## config.mk

```make
export PLATFORM = sky130hd
export DESIGN_NAME = ps2_scancode_decoder
export DESIGN_NICKNAME = d
export VERILOG_FILES = /design/src/rtl/ps2_scancode_decoder.sv
export SDC_FILE = /design/constraint.sdc
export NUM_CORES = 1
export LEC_CHECK = 0
export CAP_MARGIN = 40
export CORE_UTILIZATION = 30
export CTS_CLUSTER_DIAMETER = 150
export DETAILED_ROUTE_END_ITERATION = 10
export GPL_ROUTABILITY_DRIVEN = 0
export HOLD_SLACK_MARGIN = 0.03
export PLACE_DENSITY = 0.54
export SKIP_LAST_GASP = 1
export SLEW_MARGIN = 0
export SYNTH_ARGS = -nofsm -noshare
export SYNTH_HDL_FRONTEND = slang
export SYNTH_SLANG_ARGS = --single-unit
```

## constraint.sdc

```tcl
create_clock -name clock -period 7.7 [get_ports clock]
set_clock_uncertainty 0.15 [all_clocks]
set_input_delay 0.77 -clock clock [delete_from_list [all_inputs] [get_ports clock]]
set_output_delay 0.77 -clock clock [all_outputs]
set_load 0.03 [all_outputs]
```

## src/rtl/ps2_scancode_decoder.sv

```systemverilog
// PS/2 Set 2 scan-code decoder: resolves E0/F0/E1 prefixes into key events
// and tracks Shift and Caps Lock for US-layout ASCII translation.
module ps2_scancode_decoder #(
    parameter int TIMEOUT_CYCLES = 50000
) (
    input  logic       clock,
    input  logic       reset,
    input  logic [7:0] scan_code,
    input  logic       scan_code_valid,
    output logic       key_valid,
    output logic [7:0] key_code,
    output logic       key_released,
    output logic       key_extended,
    output logic [7:0] ascii,
    output logic       shift_active,
    output logic       caps_lock,
    output logic       sequence_error
);

    localparam int TW = $clog2(TIMEOUT_CYCLES);

    localparam logic [2:0] IDLE    = 3'd0;
    localparam logic [2:0] BRK     = 3'd1;
    localparam logic [2:0] EXT     = 3'd2;
    localparam logic [2:0] EXT_BRK = 3'd3;
    localparam logic [2:0] PAUSE   = 3'd4;

    logic [2:0]    state, state_n;
    logic [2:0]    pcnt, pcnt_n;
    logic [TW-1:0] tcnt;
    logic          lshift, rshift, caps_held;

    logic       emit, emit_rel, emit_ext, err;
    logic [7:0] emit_code;
    logic [7:0] ascii_n;
    logic       is_f0, is_e0, is_e1, ignored, timeout;

    function automatic logic [7:0] to_ascii(
        input logic [7:0] c,
        input logic       sh,
        input logic       cl
    );
        logic [7:0] a;
        a = 8'h00;
        case (c)
            8'h1C: a = 8'h61;
            8'h32: a = 8'h62;
            8'h21: a = 8'h63;
            8'h23: a = 8'h64;
            8'h24: a = 8'h65;
            8'h2B: a = 8'h66;
            8'h34: a = 8'h67;
            8'h33: a = 8'h68;
            8'h43: a = 8'h69;
            8'h3B: a = 8'h6A;
            8'h42: a = 8'h6B;
            8'h4B: a = 8'h6C;
            8'h3A: a = 8'h6D;
            8'h31: a = 8'h6E;
            8'h44: a = 8'h6F;
            8'h4D: a = 8'h70;
            8'h15: a = 8'h71;
            8'h2D: a = 8'h72;
            8'h1B: a = 8'h73;
            8'h2C: a = 8'h74;
            8'h3C: a = 8'h75;
            8'h2A: a = 8'h76;
            8'h1D: a = 8'h77;
            8'h22: a = 8'h78;
            8'h35: a = 8'h79;
            8'h1A: a = 8'h7A;
            default: a = 8'h00;
        endcase
        // Letters go upper-case when exactly one of Shift/Caps is active
        if (a != 8'h00) begin
            if (sh ^ cl) a = a - 8'h20;
        end else begin
            case (c)
                8'h45: a = sh ? 8'h29 : 8'h30;
                8'h16: a = sh ? 8'h21 : 8'h31;
                8'h1E: a = sh ? 8'h40 : 8'h32;
                8'h26: a = sh ? 8'h23 : 8'h33;
                8'h25: a = sh ? 8'h24 : 8'h34;
                8'h2E: a = sh ? 8'h25 : 8'h35;
                8'h36: a = sh ? 8'h5E : 8'h36;
                8'h3D: a = sh ? 8'h26 : 8'h37;
                8'h3E: a = sh ? 8'h2A : 8'h38;
                8'h46: a = sh ? 8'h28 : 8'h39;
                8'h29: a = 8'h20;
                8'h5A: a = 8'h0D;
                8'h66: a = 8'h08;
                default: a = 8'h00;
            endcase
        end
        return a;
    endfunction

    assign is_f0   = (scan_code == 8'hF0);
    assign is_e0   = (scan_code == 8'hE0);
    assign is_e1   = (scan_code == 8'hE1);
    assign ignored = (scan_code == 8'h00) || (scan_code == 8'hAA) ||
                     (scan_code == 8'hEE) || (scan_code == 8'hFA) ||
                     (scan_code == 8'hFC) || (scan_code == 8'hFE) ||
                     (scan_code == 8'hFF);
    assign timeout = (state != IDLE) &&
                     (tcnt == TW'(TIMEOUT_CYCLES - 1));

    always_comb begin
        state_n   = state;
        pcnt_n    = pcnt;
        emit      = 1'b0;
        emit_rel  = 1'b0;
        emit_ext  = 1'b0;
        emit_code = scan_code;
        err       = 1'b0;
        if (scan_code_valid) begin
            unique case (1'b1)
                (state == IDLE): begin
                    if (is_f0) begin
                        state_n = BRK;
                    end else if (is_e0) begin
                        state_n = EXT;
                    end else if (is_e1) begin
                        state_n = PAUSE;
                        pcnt_n  = 3'd0;
                    end else if (!ignored) begin
                        emit = 1'b1;
                    end
                end
                (state == PAUSE): begin
                    if (pcnt == 3'd6) begin
                        emit      = 1'b1;
                        emit_ext  = 1'b1;
                        emit_code = 8'h77;
                        state_n   = IDLE;
                    end else begin
                        pcnt_n = pcnt + 3'd1;
                    end
                end
                (state == BRK),
                (state == EXT),
                (state == EXT_BRK): begin
                    // A stray prefix restarts decoding; F0 is only legal in EXT
                    if (is_e0 || is_e1 || (is_f0 && state != EXT)) begin
                        err = 1'b1;
                        if (is_e0) begin
                            state_n = EXT;
                        end else if (is_e1) begin
                            state_n = PAUSE;
                            pcnt_n  = 3'd0;
                        end else begin
                            state_n = BRK;
                        end
                    end else if (is_f0) begin
                        state_n = EXT_BRK;
                    end else begin
                        emit     = 1'b1;
                        emit_rel = (state != EXT);
                        emit_ext = (state != BRK);
                        state_n  = IDLE;
                    end
                end
                default: state_n = IDLE;
            endcase
        end else if (timeout) begin
            err     = 1'b1;
            state_n = IDLE;
        end
    end

    assign ascii_n = emit_ext ? 8'h00 :
                     to_ascii(emit_code, shift_active, caps_lock);
    assign shift_active = lshift | rshift;

    always_ff @(posedge clock) begin
        if (reset) begin
            state          <= IDLE;
            pcnt           <= 3'd0;
            tcnt           <= '0;
            lshift         <= 1'b0;
            rshift         <= 1'b0;
            caps_held      <= 1'b0;
            caps_lock      <= 1'b0;
            key_valid      <= 1'b0;
            key_code       <= 8'h00;
            key_released   <= 1'b0;
            key_extended   <= 1'b0;
            ascii          <= 8'h00;
            sequence_error <= 1'b0;
        end else begin
            state          <= state_n;
            pcnt           <= pcnt_n;
            tcnt           <= (scan_code_valid || state == IDLE) ?
                              '0 : tcnt + TW'(1);
            key_valid      <= emit;
            sequence_error <= err;
            if (emit) begin
                key_code     <= emit_code;
                key_released <= emit_rel;
                key_extended <= emit_ext;
                ascii        <= ascii_n;
            end
            if (emit && !emit_ext) begin
                case (emit_code)
                    8'h12: lshift <= !emit_rel;
                    8'h59: rshift <= !emit_rel;
                    8'h58: begin
                        if (emit_rel) begin
                            caps_held <= 1'b0;
                        end else begin
                            if (!caps_held) caps_lock <= ~caps_lock;
                            caps_held <= 1'b1;
                        end
                    end
                    default: ;
                endcase
            end
        end
    end

endmodule
```

Word level (Yosys, flattened, before mapping). Memories as Yosys holds them, arrays and structs flattened. Cells that the tools add are included.

Register bits: 46. Latch bits: 0. Bits in writable memories: 0. Bits in read-only memories: 896. Input bits: 11. Output and inout bits: 22. Logic and storage cells: 145. Memories: 1.

Add/sub/neg operators: 3. Multipliers: 0. Div/mod/pow operators: 0. $lt $le $gt $ge: 0. Equal/unequal tests: 38. Shift-type cells: 0. Mux-type cells: 57. Bitwise logic cells: 5. Reduce and logical (&&, ||, !) cells: 28.

Memory list: (name not given) (words 128, bits a word 7, read ports 1, clocked after memory_dff 0, wr ports 0, line 45) `case (c)`.

Operator list (count): $pmux W7 S13 (1); $eq A8 B8 Y1 const B (9); $eq A8 B6 Y1 const B (7); $mux W8 (7); $eq A8 B7 Y1 const B (6); $mux W3 (14); $mux W5 (8); $eq A8 B5 Y1 const B (3); $mux W1 (20); $pmux W3 S3 (2); $add A16 B1 Y16 const B (1); $eq A16 B16 Y1 const B (1); $mux W7 (2); $logic_or A1 B1 Y1 (9); $logic_not A8 Y1 (1); $reduce_bool A8 Y1 (1); $sub A8 B6 Y8 const B (1); $eq A3 B2 Y1 const B (2); $eq A3 B3 Y1 const B (2); $ne A2 B2 Y1 const B (3); $ne A3 B2 Y1 const B (2); $reduce_and A2 Y1 (3); $reduce_bool A3 Y1 (2); $ne A5 B5 Y1 const B (1); 18 further kinds (23).

Longest topological paths before layout. Gate-level depths: netlist of the first run.

Depth in word-level cells: 15. Depth in mapped cells: 16. Gate-level depth less buffers: 15.

Worst setup path after synthesis of the first run. OpenSTA, ideal clock, no wires.

Kind: input to register. From: input scan_code_valid. To: register ascii[5]. Setup time: 0.062 ns. Arrival: 3.565 ns. Required time: 7.488 ns. Slack: 3.924 ns. Stages on the path: 14. Buffers on the path: 2. Cells stage by stage: buf_4 nand3_1 nor2_4 nor2_1 inv_1 ha_1 clkbuf_1 nor2b_1 o21ai_0 a221oi_2 a21boi_1 or3_4 or4_1 nand3_1.

Word-level cells in the longest chain between the ends: 7. Elaborated cells on any way between the ends: 24. Those cells by class: 1 x add/sub; 13 x eq/ne; 8 x mux; 1 x reduce/logical; 1 x memory.

RTL lines: start, declared (line 9) `input logic scan_code_valid,`; $mux W8 * (line 116) `if (scan_code_valid) begin`; net emit_code[1] (line 34) `logic [7:0] emit_code;`; $mem_v2 Z128 W7; $mux W8 (line 45); $sub A8 B6 Y8 (line 76) `if (sh ^ cl) a = a - 8'h20;`; $mux W8 (line 76); $mux W8 * (line 75) `if (a != 8'h00) begin`; $mux W8 * (line 171) `assign ascii_n = emit_ext ? 8'h00 :`; end signal, assigned (line 201) `ascii <= ascii_n;`; end, declared (line 14) `output logic [7:0] ascii,`.

The timed path passes the listed nets; every way through them passes the cells marked *. A chain may end at the register's enable or synchronous reset.

Final worst setup path of the first run.
From: input scan_code_valid. To: register ascii[5].

Word-level cells in the longest chain between the ends: 7. Elaborated cells on any way between the ends: 24. Those cells by class: 1 x add/sub; 13 x eq/ne; 8 x mux; 1 x reduce/logical; 1 x memory.

RTL lines (line): $mux W8 (116); $mem_v2 Z128 W7; $mux W8 (45); $sub A8 B6 Y8 (76); $mux W8 (76); $mux W8 (75); $mux W8 (171).

Several ways; a longest one is shown, not always the timed one.

==> flow_summary.ini, run 1 <==
[clocking]
path_clk_slew_ns = 0.06
clockRootBuffer = clkbuf_16
clock_latency_ns = 0.28
cts_resized = 0
cts_buffers = 5
post-cts-setup-buffers = 0
htree_levels = 2
cts_tree = done
clockBufferDepth = 2
clock_sinks = 46
hold_buffers = 0

[sta]
tightest_slew_ns = 0.8221
rsz0062_at_grt = no
fmax_mhz = 218.4
finalSetupViolations = 0
final.min_clock_period_ns = 4.578
finalCritPeriodShare_pct = 59.45
hold_viol = 0
slew_violations = 0
setup-tns-final_ns = 0
slew_headroom_pct = 45.06

[grt]
grtUsageMet1_pct = 22.13
grt_usage_pct = 17.67
met3_usage_pct = 3.991
grt_max_degree = 39
grt.busiest_layer = met2
antenna_found_initial = 0
grt_pass1_vias = 3446
overflow = 0
grt_pass1_wl_um = 17750
use_met2_pct = 29.86

[cells_and_area]
fill_cells = 1213
n_antenna_cell = 0
nNetsFinal = 487
fin_cells = 608
final_common_cell = nor2_1
drive_above_1_share_pct = 9.247
layout_common_cells = nor2_1 (47), dfxtp_1 (46), a21oi_1 (40), clkdlybuf4s50_1 (32), nand2_1 (30)
syn_to_final_growth_pct = 13.65

[logic_synthesis]
syn_inst = 451
syn_area_per_cell_um2 = 7.887
synth_edf_count = 0
yosysSeqAreaShare_pct = 25.89
syn_nets = 474
ys_warn_count = 0
ys_types = 82
syn-cell-area_mm2 = 0.003557
synthFlopType = dfxtp_1
synthArstFlopShare_pct = 0
synth-seq-cells = 46

[setup_path]
cp-startpoint = scan_code_valid
critical_path_class = in -> reg
critPathBufInv = 1
arrival_ns = 4.66
critPathMostFrequentCell = nand3_1
worstPathRequired_ns = 7.78
path_max_fanout = 15
crit_family = simple AND/OR/NAND/NOR gates
crit_path_max_incr_delay_ns = 0.66
timing.rr.start = state[0]
start_kind = primary input
crit_chain = clkdlybuf4s50_1 > nand3_1 > nor2_4 > nor2_1 > ha_1 > nand2_1 > a21boi_0 > o311ai_0 > nand4_1 > or4_1 > nand3_1
crit_slowest_cell = clkdlybuf4s50_1
cp-end-kind = register

[status]
status = completed

[power]
p_leak_nw = 1.362
cellPowerDensity_mw_per_mm2 = 141.7
ir_drop_mv = 0.1220

[die]
start_util_pct = 31.02
die_h_um = 110.9
die-area_mm2 = 0.01230
core_area_mm2 = 0.01147
rows = 39
ios = 33
die_w_um = 110.9

[routing]
dr.pass1.iters = 5
drc = 0
viasPerCell = 5.801
drtAntennaViolNets = 0
vias = 3527
wl_per_cell_um = 17.70
wirelength_um = 10760
initialDrtViolationCount = 344

[placement]
dpl.hpwl_um = 7649
dp.cells = 600
io_buffers = 32

[hold_path]
min_path_type = reg -> reg
hold_start = ascii[7]

[run]
cap_violations = 0
routing by layer:
| metal | vias to the layer above | routed length [um] |
|---|---|---|
| met2 | 137 | 5101 |
| li1 | 1696 | - |
| met5 | - | 0 |
| met4 | 0 | 277 |
| met3 | 23 | 590 |
| met1 | 1671 | 4795 |
final cells by class:
| class | count | area [um^2] | share of cell area (%) |
|---|---|---|---|
| clock inverters | 1 | 5.005 | 0.1238 |
| inverters | 16 | 60.06 | 1.486 |
| clock buffers | 7 | 142.6 | 3.528 |
| well taps | 143 | 178.9 | 4.426 |
| multi-input cells | 356 | 2362 | 58.43 |
| repair buffers | 39 | 372.9 | 9.223 |
| flip-flops and latches | 46 | 920.9 | 22.78 |
worst min-delay path, stage by stage, from the launching register on:
cell and delay, ns:
dfxtp_1 0.31, nand3_1 0.06, a21oi_1 0.05
per-stage QoR:
stage / setup slack [ns] / area, um^2 / util (%) / total power [W] / hold slack, ns
2_1_floorplan: 3.924 / 3557 / - / 0.0003279 / 0.2800
3_3_place_gp: 3.033 / 3887 / 33.90 / 0.0003588 / 0.2975
3_5_place_dp: 2.897 / 3895 / 33.97 / 0.0003590 / 0.3126
4_1_cts: 3.187 / 4043 / 35.25 / 0.0005779 / 0.3211
5_1_grt: 2.896 / 4043 / 35.25 / 0.0005982 / 0.3431
6_report: 3.122 / 4043 / 35.25 / 0.0005730 / 0.3171
registers in the layout, summed over array words and instances (netlist names):
signal / flops
lshift: 1
pcnt: 3
caps_lock: 1
sequence_error: 1
key_released: 1
tcnt: 16
state: 3
key_extended: 1
caps_held: 1
ascii: 8
rshift: 1
key_code: 8
key_valid: 1
power breakdown:
part           total, W  internal (W)  leakage [nW]  switching, W
logic          0.000111     0.0000399         0.915     0.0000715
registers      0.000245      0.000242         0.373    0.00000267
clock network  0.000217      0.000129        0.0739     0.0000881
synth_stat cells, drive strengths merged (3+ instances only):
library cell	count	area, um^2
a2111oi	5	63.82
a211oi	6	60.06
a21oi	41	209.0
a221oi	3	32.53
a22oi	3	22.52
a31oi	16	106.4
and2	5	31.28
and3	6	38.79
and4	5	43.79
buf	22	172.7
clkbuf	11	41.29
dfxtp	46	920.9
ha	12	150.1
inv	16	60.06
mux2i	8	80.08
nand2	30	112.6
nand2b	8	50.05
nand3	14	75.07
nand4	9	56.30
nand4b	3	26.28
nor2	48	187.7
nor2b	9	56.30
nor3	19	100.1
nor3b	4	30.03
nor4	4	25.02
o211ai	10	75.07
o21a	3	30.02
o21ai	15	97.59
o22ai	4	31.28
o32ai	4	35.03
or3	8	56.31
or3b	4	35.04
or4	4	37.53
xnor2	6	52.55
xor2	8	70.07
final timing paths:
kind | end | slack, ns | cells past startpoint
worst min register to register | ascii[7] | 0.32 | 2
worst min-delay path | ascii[7] | 0.32 | 2
worst max register to register | ascii[5] | 3.61 | 12
worst max-delay path | ascii[5] | 3.12 | 11
cells by family (layout without fill, tap and decap cells):
group / count (synthesis) / after routing / synth area share, %
AOI/OAI and AO/OA: 132 / 132 / 27.01
DFF: 46 / 46 / 25.89
adders and majority gates: 12 / 12 / 4.221
muxes: 9 / 9 / 2.568
xor gates and xnor gates: 14 / 14 / 3.447
and+or+nand+nor: 189 / 189 / 29.16
buffers and inverters: 49 / 63 / 7.703
No activity file was read; power rests on OpenSTA's default activity.
==> inputs of run 2 (changes only) <==
Settings changed: PLACE_DENSITY 0.54 to 0.56.
Clock period 7.7 ns to 3.7 ns, I/O delays scaled along.
==> run 2 against run 1 <==
Combinational power up 120%. Power up 110%. Critical path depth up 3. Non-clock buffer count is 24 higher. Routed wire length decreased by 0.90%. Sequential power rose by 110%. Global-route usage rose by 0.14 points. Sequential cell count stayed put. Largest cell class unchanged.
==> flow_summary.ini, run 2 (same netlist as run 1, synthesis figures left out) <==
[status]
status = completed

[power]
cellPowerDensity_mw_per_mm2 = 287.4
p_leak_nw = 1.470
ir_drop_mv = 0.2084

[setup_path]
arrival_ns = 3.49
crit_chain = inv_1 > ha_1 > nand3_1 > nor2_4 > nor2_1 > inv_1 > ha_1 > mux2_2 > a21oi_1 > nor4_1 > o21bai_1 > nand4_1 > or4_1 > nand3_1
crit_path_max_incr_delay_ns = 0.55
cp-end-kind = register
cp-startpoint = pcnt[0]
critical_path_class = reg -> reg
worstPathRequired_ns = 3.78
timing.rr.start = pcnt[0]
crit_family = simple AND/OR/NAND/NOR gates
path_max_fanout = 11
start_kind = register
crit_slowest_cell = or4_1
critPathBufInv = 2

[cells_and_area]
design_area_mm2 = 0.004227
top_regs = tcnt: 16 flops, ascii: 8 flops, key_code: 8 flops
drive_above_1_share_pct = 14.11
fill_cells = 1182
layout_common_cells = nor2_1 (46), dfxtp_1 (46), a21oi_1 (40), clkdlybuf4s50_1 (32), buf_4 (31)
utilization_pct = 36.86
n_antenna_cell = 0
syn_to_final_growth_pct = 18.82
fin_cells = 632
regMostFlops = tcnt
nNetsFinal = 511
largest_reg_flops = 16

[sta]
finalSetupViolations = 0
hold_viol = 0
rsz0062_at_grt = no
final.min_clock_period_ns = 3.405
holdWs_ns = 0.3198
slew_headroom_pct = 57.22
setup-tns-final_ns = 0
fmax_mhz = 293.7
finalCritPeriodShare_pct = 92.02
slew_violations = 0
tightest_slew_ns = 0.6255

[die]
die_h_um = 110.9
die-area_mm2 = 0.01230
core_area_mm2 = 0.01147
die_w_um = 110.9
rows = 39
start_util_pct = 31.02
ios = 33

[routing]
vias = 3601
drtAntennaViolNets = 0
wirelength_um = 10670
initialDrtViolationCount = 360
dr.pass1.iters = 4
drc = 0
viasPerCell = 5.698
wl_per_cell_um = 16.88

[hold_path]
hold_start = tcnt[0]
min_path_type = reg -> reg

[grt]
grt_pass1_vias = 3497
grt_usage_pct = 17.81
grt_pass1_wl_um = 18090
overflow = 0
grt_max_degree = 32
antenna_found_initial = 0

[placement]
place_area_mm2 = 0.004075
dpl.hpwl_um = 8088
io_buffers = 32
dp.cells = 624

[clocking]
clock_latency_ns = 0.29
hold_buffers = 0
htree_levels = 2
cts_tree = done
clockBufferDepth = 2
cts_buffers = 5
clockRootBuffer = clkbuf_16
clock_sinks = 46
path_clk_slew_ns = 0.07
post-cts-setup-buffers = 0

[run]
cap_violations = 0
run 2: timing repair:
| item | 4_1_cts | 5_1_grt |
|---|---|---|
| endpoints found under the hold margin | 0 | 0 |
| resized for setup | 0 | 2 |
| setup endpoints to repair | 0 | 5 |
run 2: metrics by stage:
stage | power, W | worst slack, ns
after floorplan | 0.0006823 | 0.2034
after CTS | 0.001220 | 0.2238
after detailed placement | 0.0007632 | 0.07740
final | 0.001215 | 0.2952
after global placement | 0.0007625 | 0.1951
after global routing | 0.001269 | 0.05893
run 2: worst paths after layout:
check	depth (start not counted)	slack, ns	endpoint
max	14	0.30	ascii[5]
min	1	0.32	tcnt[0]
max reg2reg	14	0.30	ascii[5]
min reg2reg	1	0.32	tcnt[0]
run 2: area by class of cell:
| class | instances | area, um^2 | share of cell area [%] |
|---|---|---|---|
| sequential | 46 | 920.9 | 21.79 |
| timing repair buffer | 63 | 553.0 | 13.08 |
| clock buffer | 5 | 125.1 | 2.960 |
| inverter | 16 | 60.06 | 1.421 |
| multi-input combinational | 356 | 2365 | 55.95 |
| tap | 143 | 178.9 | 4.233 |
| clock inverter | 3 | 23.77 | 0.5625 |
run 2: power breakdown:
part	leakage [nW]	switching [W]	internal, W
Sequential	0.373	0.00000524	0.000504
Combinational	1.03	0.000151	0.0000970
Clock	0.0664	0.000205	0.000253
Total	1.47	0.000361	0.000854
run 2: metal layers:
layer  part of all wire [%]  global-route usage (%)  vias up
met3                    5.3                   2.679       28
met1                     46                   23.81     1689
met4                    3.1                   6.933        0
li1                       -                       -     1743
met2                     45                   28.74      141
met5                      0                       0        -
